**config.mk**
```make
export PLATFORM = sky130hd
export DESIGN_NAME = adc_capture_sequencer_flat
export DESIGN_NICKNAME = d
export VERILOG_FILES = /design/src/rtl/adc_seq_pkg.sv /design/src/rtl/adc_seq_if.sv /design/src/rtl/done_edge_sync.sv /design/src/rtl/adc_capture_sequencer.sv /design/src/flat_wrapper.sv
export SDC_FILE = /design/constraint.sdc
export NUM_CORES = 1
export LEC_CHECK = 0
export BUFFER_PORTS_ARGS = -buffer_cell sky130_fd_sc_hd__buf_2
export CAP_MARGIN = 30
export CORE_ASPECT_RATIO = 0.8
export CORE_MARGIN = 5
export CORE_UTILIZATION = 51
export DETAILED_ROUTE_END_ITERATION = 6
export PLACE_DENSITY = 0.71
export SYNTH_ARGS = -nofsm -noshare
export SYNTH_HDL_FRONTEND = slang
export SYNTH_HIERARCHICAL = 1
export SYNTH_SLANG_ARGS = --single-unit
```
**constraint.sdc**
```tcl
create_clock -name adc_clk -period 2.9 [get_ports adc_clk]
set_input_delay 0.29 -clock adc_clk [delete_from_list [all_inputs] [get_ports adc_clk]]
set_output_delay 0.29 -clock adc_clk [all_outputs]
set_load 0.01 [all_outputs]
```
**src/rtl/adc_seq_pkg.sv**
```systemverilog
// Shared definitions for the ADC capture sequencer.
//   seq_state_e : FSM state encoding (also visible on FSM_STATE for debug)
//   ch_w()      : channel-select width, never below 1 bit
//   tmr_w()     : width of the shared down-counter for the given cycle counts
package adc_seq_pkg;

    typedef enum logic [2:0] {
        ST_WAITING = 3'b000,
        ST_RST     = 3'b001,
        ST_STOPPED = 3'b011,
        ST_WRITE   = 3'b100,
        ST_HOLD    = 3'b110
    } seq_state_e;

    function automatic int ch_w(input int n);
        return (n > 1) ? $clog2(n) : 1;
    endfunction

    // The counter only ever holds (cycles - 1), so $clog2(max) bits suffice.
    function automatic int tmr_w(input int a, input int b, input int c);
        int m;
        m = a;
        if (b > m) m = b;
        if (c > m) m = c;
        return (m > 1) ? $clog2(m) : 1;
    endfunction

endpackage

```
**src/rtl/adc_seq_if.sv**
```systemverilog
// Bundles the ADC handshake and channel-register strobes of the sequencer.
//   master : the sequencer (drives strobes/status, receives enable/mode/done)
//   slave  : the ADC / register-file side
interface adc_seq_if
    import adc_seq_pkg::*;
#(
    parameter int N_CH  = 4,
    parameter int CNT_W = 16
);
    localparam int CH_W = ch_w(N_CH);

    logic              enable;
    logic              single_shot;
    logic              done;
    logic [N_CH-1:0]   REG_WRITE;
    logic              REG_RST;
    logic              ADC_RST;
    logic [CH_W-1:0]   ch_sel;
    logic              frame_done;
    logic [CNT_W-1:0]  sample_cnt;
    logic              busy;
    logic              timeout_err;
    logic              overrun_err;
    logic [2:0]        FSM_STATE;

    modport master (
        input  enable, single_shot, done,
        output REG_WRITE, REG_RST, ADC_RST, ch_sel, frame_done, sample_cnt,
               busy, timeout_err, overrun_err, FSM_STATE
    );

    modport slave (
        output enable, single_shot, done,
        input  REG_WRITE, REG_RST, ADC_RST, ch_sel, frame_done, sample_cnt,
               busy, timeout_err, overrun_err, FSM_STATE
    );

endinterface

```
**src/rtl/done_edge_sync.sv**
```systemverilog
// Two-flop synchroniser for an asynchronous level plus rising-edge detect.
//   clk      : sampling clock
//   rst_n    : synchronous active-low reset
//   async_i  : asynchronous level input
//   rise_o   : registered one-cycle pulse per rising edge of async_i
// The edge pulse is registered so that consumers see a glitch-free flop
// output; a level first sampled at edge t gives rise_o high after edge t+2.
module done_edge_sync (
    input  logic clk,
    input  logic rst_n,
    input  logic async_i,
    output logic rise_o
);

    logic s1_q, s2_q, s3_q, rise_q;

    always_ff @(posedge clk) begin
        if (!rst_n) begin
            s1_q   <= 1'b0;
            s2_q   <= 1'b0;
            s3_q   <= 1'b0;
            rise_q <= 1'b0;
        end else begin
            s1_q   <= async_i;
            s2_q   <= s1_q;
            s3_q   <= s2_q;
            rise_q <= s2_q & ~s3_q;
        end
    end

    assign rise_o = rise_q;

endmodule

```
**src/rtl/adc_capture_sequencer.sv**
```systemverilog
// Round-robin ADC capture sequencer: waits for a conversion-done edge,
// strobes the per-channel register write, then pulses the ADC reset.
//   adc_clk : sole clock
//   rst_n   : synchronous active-low reset
//   bus     : adc_seq_if.master (enable, single_shot, done in; strobes,
//             channel select, counters, error flags and debug state out)
//
// state   | meaning
// STOPPED | idle, channel registers and ADC held in reset
// WAITING | waiting for done edge, timeout timer running
// WRITE   | REG_WRITE[ch_sel] strobe for WRITE_CYCLES cycles
// RST     | ADC_RST pulse for RST_CYCLES cycles, then advance channel
// HOLD    | single-shot frame complete, frozen until enable drops
module adc_capture_sequencer
    import adc_seq_pkg::*;
#(
    parameter int N_CH           = 4,
    parameter int WRITE_CYCLES   = 1,
    parameter int RST_CYCLES     = 2,
    parameter int TIMEOUT_CYCLES = 1024,
    parameter int CNT_W          = 16
) (
    input  logic      adc_clk,
    input  logic      rst_n,
    adc_seq_if.master bus
);

    localparam int CH_W = ch_w(N_CH);
    localparam int TM_W = tmr_w(WRITE_CYCLES, RST_CYCLES, TIMEOUT_CYCLES);

    localparam logic [TM_W-1:0] WR_LOAD = TM_W'(WRITE_CYCLES - 1);
    localparam logic [TM_W-1:0] RS_LOAD = TM_W'(RST_CYCLES - 1);
    localparam logic [TM_W-1:0] TO_LOAD =
        (TIMEOUT_CYCLES > 0) ? TM_W'(TIMEOUT_CYCLES - 1) : '0;
    localparam logic [CH_W-1:0] LAST_CH = CH_W'(N_CH - 1);

    logic done_rise;

    done_edge_sync u_done_sync (
        .clk     (adc_clk),
        .rst_n   (rst_n),
        .async_i (bus.done),
        .rise_o  (done_rise)
    );

    seq_state_e       state_q, state_d;
    logic [TM_W-1:0]  tmr_q, tmr_d;
    logic [CH_W-1:0]  ch_q, ch_d;
    logic [CNT_W-1:0] cnt_q, cnt_d;
    logic             to_pass_q, to_pass_d;   // current RST pass is a timeout recovery
    logic             to_err_q, to_err_d;
    logic             ov_err_q, ov_err_d;
    logic             frame_q, frame_d;
    logic [N_CH-1:0]  reg_write_q, reg_write_d;
    logic             reg_rst_q, reg_rst_d;
    logic             adc_rst_q, adc_rst_d;
    logic             busy_q, busy_d;

    always_ff @(posedge adc_clk) begin
        if (!rst_n) begin
            state_q     <= ST_STOPPED;
            tmr_q       <= '0;
            ch_q        <= '0;
            cnt_q       <= '0;
            to_pass_q   <= 1'b0;
            to_err_q    <= 1'b0;
            ov_err_q    <= 1'b0;
            frame_q     <= 1'b0;
            reg_write_q <= '0;
            reg_rst_q   <= 1'b1;
            adc_rst_q   <= 1'b1;
            busy_q      <= 1'b0;
        end else begin
            state_q     <= state_d;
            tmr_q       <= tmr_d;
            ch_q        <= ch_d;
            cnt_q       <= cnt_d;
            to_pass_q   <= to_pass_d;
            to_err_q    <= to_err_d;
            ov_err_q    <= ov_err_d;
            frame_q     <= frame_d;
            reg_write_q <= reg_write_d;
            reg_rst_q   <= reg_rst_d;
            adc_rst_q   <= adc_rst_d;
            busy_q      <= busy_d;
        end
    end

    always_comb begin
        state_d   = state_q;
        tmr_d     = tmr_q;
        ch_d      = ch_q;
        cnt_d     = cnt_q;
        to_pass_d = to_pass_q;
        to_err_d  = to_err_q;
        ov_err_d  = ov_err_q;
        frame_d   = 1'b0;

        if (done_rise && (state_q == ST_WRITE || state_q == ST_RST ||
                          state_q == ST_HOLD))
            ov_err_d = 1'b1;

        if (!bus.enable) begin
            state_d = ST_STOPPED;
        end else begin
            case (state_q)
                ST_STOPPED: begin
                    state_d  = ST_WAITING;
                    tmr_d    = TO_LOAD;
                    ch_d     = '0;
                    to_err_d = 1'b0;
                end
                ST_WAITING: begin
                    // done edge has priority over a coincident timeout
                    if (done_rise) begin
                        state_d   = ST_WRITE;
                        tmr_d     = WR_LOAD;
                        to_pass_d = 1'b0;
                    end else if (TIMEOUT_CYCLES != 0) begin
                        if (tmr_q == '0) begin
                            state_d   = ST_RST;
                            tmr_d     = RS_LOAD;
                            to_pass_d = 1'b1;
                            to_err_d  = 1'b1;
                        end else begin
                            tmr_d = tmr_q - TM_W'(1);
                        end
                    end
                end
                ST_WRITE: begin
                    if (tmr_q == '0) begin
                        state_d = ST_RST;
                        tmr_d   = RS_LOAD;
                    end else begin
                        tmr_d = tmr_q - TM_W'(1);
                    end
                end
                ST_RST: begin
                    if (tmr_q == '0) begin
                        tmr_d   = TO_LOAD;
                        state_d = ST_WAITING;
                        if (to_pass_q) begin
                            to_pass_d = 1'b0;
                        end else begin
                            cnt_d = cnt_q + CNT_W'(1);
                            if (ch_q == LAST_CH) begin
                                ch_d    = '0;
                                frame_d = 1'b1;
                                if (bus.single_shot)
                                    state_d = ST_HOLD;
                            end else begin
                                ch_d = ch_q + CH_W'(1);
                            end
                        end
                    end else begin
                        tmr_d = tmr_q - TM_W'(1);
                    end
                end
                ST_HOLD: begin
                    state_d = ST_HOLD;
                end
                default: begin
                    state_d = ST_STOPPED;
                end
            endcase
        end
    end

    // Moore outputs decoded from the next state so they register in step
    // with the state they belong to.
    always_comb begin
        reg_write_d = '0;
        for (int i = 0; i < N_CH; i++)
            reg_write_d[i] = (state_d == ST_WRITE) && (ch_d == CH_W'(i));
        reg_rst_d = (state_d == ST_STOPPED);
        adc_rst_d = (state_d == ST_STOPPED) || (state_d == ST_RST);
        busy_d    = (state_d == ST_WRITE) || (state_d == ST_RST);
    end

    assign bus.REG_WRITE   = reg_write_q;
    assign bus.REG_RST     = reg_rst_q;
    assign bus.ADC_RST     = adc_rst_q;
    assign bus.ch_sel      = ch_q;
    assign bus.frame_done  = frame_q;
    assign bus.sample_cnt  = cnt_q;
    assign bus.busy        = busy_q;
    assign bus.timeout_err = to_err_q;
    assign bus.overrun_err = ov_err_q;
    assign bus.FSM_STATE   = state_q;

endmodule

```
**src/flat_wrapper.sv**
```systemverilog
// flat-port wrapper written by rule: the top's interface ports become plain ports
module adc_capture_sequencer_flat import adc_seq_pkg::*;
#(
    parameter int N_CH           = 4,
    parameter int WRITE_CYCLES   = 1,
    parameter int RST_CYCLES     = 2,
    parameter int TIMEOUT_CYCLES = 1024,
    parameter int CNT_W          = 16
)
  (adc_clk, rst_n, bus_enable, bus_single_shot, bus_done, bus_REG_WRITE, bus_REG_RST, bus_ADC_RST, bus_ch_sel, bus_frame_done, bus_sample_cnt, bus_busy, bus_timeout_err, bus_overrun_err, bus_FSM_STATE);
  adc_seq_if #(.N_CH(N_CH), .CNT_W(CNT_W)) bus_i ();
  input  logic adc_clk;
  input  logic rst_n;
  input wire logic [$bits(bus_i.enable)-1:0] bus_enable;
  input wire logic [$bits(bus_i.single_shot)-1:0] bus_single_shot;
  input wire logic [$bits(bus_i.done)-1:0] bus_done;
  output wire logic [$bits(bus_i.REG_WRITE)-1:0] bus_REG_WRITE;
  output wire logic [$bits(bus_i.REG_RST)-1:0] bus_REG_RST;
  output wire logic [$bits(bus_i.ADC_RST)-1:0] bus_ADC_RST;
  output wire logic [$bits(bus_i.ch_sel)-1:0] bus_ch_sel;
  output wire logic [$bits(bus_i.frame_done)-1:0] bus_frame_done;
  output wire logic [$bits(bus_i.sample_cnt)-1:0] bus_sample_cnt;
  output wire logic [$bits(bus_i.busy)-1:0] bus_busy;
  output wire logic [$bits(bus_i.timeout_err)-1:0] bus_timeout_err;
  output wire logic [$bits(bus_i.overrun_err)-1:0] bus_overrun_err;
  output wire logic [$bits(bus_i.FSM_STATE)-1:0] bus_FSM_STATE;
  assign bus_i.enable = bus_enable;
  assign bus_i.single_shot = bus_single_shot;
  assign bus_i.done = bus_done;
  assign bus_REG_WRITE = bus_i.REG_WRITE;
  assign bus_REG_RST = bus_i.REG_RST;
  assign bus_ADC_RST = bus_i.ADC_RST;
  assign bus_ch_sel = bus_i.ch_sel;
  assign bus_frame_done = bus_i.frame_done;
  assign bus_sample_cnt = bus_i.sample_cnt;
  assign bus_busy = bus_i.busy;
  assign bus_timeout_err = bus_i.timeout_err;
  assign bus_overrun_err = bus_i.overrun_err;
  assign bus_FSM_STATE = bus_i.FSM_STATE;
  adc_capture_sequencer #(.N_CH(N_CH), .WRITE_CYCLES(WRITE_CYCLES), .RST_CYCLES(RST_CYCLES), .TIMEOUT_CYCLES(TIMEOUT_CYCLES), .CNT_W(CNT_W)) u_core (.adc_clk(adc_clk), .rst_n(rst_n), .bus(bus_i));
endmodule
```
==> impl_metrics.py <==
metrics = {
    "clock_network": {
        "postCtsSetupRepairBufs": 0,
        "root_buffer": "clkbuf_8",
        "cts-buffers-inserted": 5,
        "path_clk_slew_ns": 0.08,
        "clk_path_buf_depth": 2,
        "cts_num_sinks": 46,
        "postCtsHoldBufs": 0,
        "cts_tree": "done",
        "post_cts_resize_count": 0,
        "insertion_delay_ns": 0.30,
        "htree_levels": 2,
    },
    "route": {
        "routed_wl_microns": 4907,
        "drt_drc_violations_left": 0,
        "drtAntennaViolNets": 0,
        "drtIter0Drc": 202,
        "wl_per_cell_microns": 13.78,
        "routed_via_density": 5.596,
        "vias": 1992,
        "dr.pass1.iters": 4,
    },
    "yosys": {
        "synth_edf_count": 0,
        "ys.warnings.count": 6,
        "synthesis.area_sq_um": 2276,
        "ys_ff_latch": 46,
        "synthCells": 267,
        "ys_seq_area_frac": 0.4046,
        "ys_types": 46,
        "async_reset_ff_frac": 0,
        "synthesis.nets": 276,
        "synth-main-ff-cell": "dfxtp_1",
        "syn_avg_cell_area_sq_um": 8.524,
    },
    "sta": {
        "worstMarginPinSlew_ns": 0.7291,
        "fmax_mhz": 437.3,
        "setup_viol": 0,
        "slew_violations": 0,
        "finalCriticalPeriod_ns": 2.287,
        "fin_tns_setup_ns": 0,
        "final.period_utilization": 0.7885,
        "fin_skew_ns": 0.009782,
        "setup_slack_ns": 0.6134,
        "rsz0062_at_grt": "no",
        "max_slew_margin": 0.5094,
        "hold_violations": 0,
    },
    "layout": {
        "fillers": 403,
        "drive_above_1_share": 0.1973,
        "syn_to_final_growth_pct": 12.64,
        "nets": 307,
        "final_cells": 356,
        "n_antenna_cell": 0,
    },
    "worst_setup_path": {
        "cp.arrival_ns": 2.51,
        "path_class": "reg2reg",
        "cp_data_required_time_ns": 3.13,
        "worstPathCellList": "nor4_1 > nand3_1 > or3_1 > and2_0 > o21ai_0",
        "slowest_stage": "nor4_1",
        "cp_max_fo": 7,
        "crit_buf_inv": 0,
        "critPathTopFamily": "simple AND/OR/NAND/NOR gates",
        "critPathCaptureType": "flop",
        "worst_setup_path_start_kind": "flop",
        "slowest_delay_ns": 0.68,
    },
    "floorplanning": {
        "die-area_sq_um": 5907,
        "pin_count": 36,
        "coreArea_sq_um": 4257,
        "initial_core_util": 0.5347,
        "rows": 21,
        "die_x_microns": 84.69,
        "chipHeight_microns": 69.75,
    },
    "place": {
        "placed_cells": 348,
        "dp_slack_ns": 0.6537,
        "gp_congestion": 0.8258,
        "dp_hpwl_microns": 3433,
        "io_buffers": 35,
    },
    "global_routing": {
        "antenna_found_initial": 0,
        "grt_pass1_wl_microns": 8631,
        "grt_usage": 0.1760,
        "grt_pass1_vias": 1821,
        "grt_max_degree": 42,
        "grt_overflow": 0,
    },
    "power_and_ir_drop": {
        "p_sw_frac": 0.2635,
        "p_int_uw": 902.2,
        "seqPwrFrac": 0.558,
        "leakagePower_uw": 0.001095,
        "p_per_area_nw_per_um2": 477.8,
        "power.net_switching_uw": 322.8,
        "clockPowerShare": 0.328,
        "peakVddDrop_mv": 0.3294,
        "pwr-share-comb": 0.114,
    },
    "status": {
        "status": "finished clean",
    },
    "job": {
        "max_cap_viol_count": 0,
    },
    "min_path": {
        "worstHoldPathType": "in2reg",
    },
}
-- layout make-up --
cell class	count	area, sq um	share of cell area
inverter	9	33.78	0.01318
timing repair buffer	35	175.2	0.06833
clock buffer	7	86.33	0.03367
clock inverter	1	5.005	0.001952
tap	57	71.32	0.02782
multi-input combinational	201	1271	0.4959
sequential	46	920.9	0.3592
-- layer usage --
metal	global-route usage	wire length, microns	vias to the layer above
met1	0.2486	2389	937
li1	-	-	997
met3	0.03919	290	5
met4	0.05800	55	0
met2	0.2632	2171	53
met5	0	0	-
-- power groups by stage --
| stage | Sequential [uW] | Combinational, uW | Clock, uW |
|---|---|---|---|
| floorplan | 691 | 109 | 0 |
| global placement | 696 | 138 | 0 |
| detailed placement | 697 | 139 | 0 |
| CTS | 683 | 139 | 417 |
| global route | 688 | 161 | 441 |
| finish | 683 | 140 | 402 |
-- synth_stat cells, types with 2 or more instances --
| cell | number | area [sq um] |
|---|---|---|
| ha_1 | 4 | 50.05 |
| nor4_1 | 3 | 18.77 |
| nand2_1 | 19 | 71.32 |
| xnor2_1 | 5 | 43.79 |
| or3b_2 | 2 | 17.52 |
| o21ai_0 | 16 | 80.08 |
| nor2b_1 | 7 | 43.79 |
| dfxtp_1 | 46 | 920.9 |
| xor2_1 | 11 | 96.34 |
| or4_4 | 2 | 22.52 |
| and2_1 | 19 | 118.9 |
| and2_2 | 3 | 22.52 |
| a21boi_0 | 2 | 15.01 |
| clkbuf_1 | 9 | 33.78 |
| nand3_1 | 13 | 65.06 |
| nor4_4 | 2 | 42.54 |
| a31oi_1 | 2 | 12.51 |
| or3_1 | 3 | 18.77 |
| nand2b_1 | 8 | 50.05 |
| a21oi_1 | 18 | 90.09 |
| nor2_1 | 12 | 45.04 |
| nand4_1 | 3 | 18.77 |
| nor3_1 | 22 | 110.1 |
| nor3_2 | 4 | 40.04 |
| a211oi_1 | 2 | 15.01 |
| and4_1 | 2 | 17.52 |
| inv_1 | 9 | 33.78 |
-- worst paths after layout --
check                                              from                       to  depth (start not counted)  slack (ns)
worst max-delay path                    u_core/tmr_q[5]       u_core/bus.REG_RST                          5        0.61
worst min-delay path                           bus_done  u_core/u_done_sync/s1_q                          2        0.21
worst max register to register          u_core/tmr_q[5]       u_core/bus.REG_RST                          5        0.61
worst min register to register  u_core/u_done_sync/s1_q  u_core/u_done_sync/s2_q                          1        0.45
-- per-stage QoR --
stage	hold slack, ns	power, uW	instance area (sq um)	util
after global routing	0.2171	1289	2564	0.6023
after detailed placement	0.4306	836.0	2472	0.5808
after floorplan	0.3618	799.3	2276	-
final	0.2134	1225	2564	0.6023
after CTS	0.1988	1239	2564	0.6023
after global placement	0.4220	834.4	2472	0.5808
-- cells by family (layout without fill, tap and decap cells) --
kind of cell,after synthesis,in the layout,synth area share
AOI/OAI and AO/OA,47,47,0.1198
xor gates and xnor gates,16,16,0.06157
adders and majority gates,4,4,0.02199
buffers and inverters,20,52,0.03683
DFF,46,46,0.4046
muxes,2,2,0.009346
and+or+nand+nor,132,132,0.3458
-- sequential cells by signal, indices dropped and copies added (netlist names), 2 cells and up --
| signal | cells |
|---|---|
| u_core/bus.REG_WRITE | 4 |
| u_core/bus.sample_cnt | 16 |
| u_core/tmr_q | 10 |
| u_core/bus.FSM_STATE | 3 |
| u_core/bus.ch_sel | 2 |
-- layout by cell type (no fill, tap or decap), types with 2 or more instances in the layout --
| master | count |
|---|---|
| nand2b_1 | 8 |
| a21oi_1 | 18 |
| dfxtp_1 | 46 |
| xnor2_1 | 5 |
| and2_2 | 3 |
| buf_2 | 35 |
| nor4_4 | 2 |
| xor2_1 | 11 |
| or3b_2 | 2 |
| nand2_1 | 19 |
| a21boi_0 | 2 |
| and4_1 | 2 |
| nand3_1 | 13 |
| nor4_1 | 3 |
| nor2_1 | 12 |
| a31oi_1 | 2 |
| ha_1 | 4 |
| nor3_1 | 22 |
| o21ai_0 | 16 |
| inv_1 | 9 |
| nand4_1 | 3 |
| and2_1 | 19 |
| a211oi_1 | 2 |
| or3_1 | 3 |
| nor2b_1 | 7 |
| clkbuf_8 | 6 |
| nor3_2 | 4 |
| or4_4 | 2 |
(Power assumes the default switching activity.)
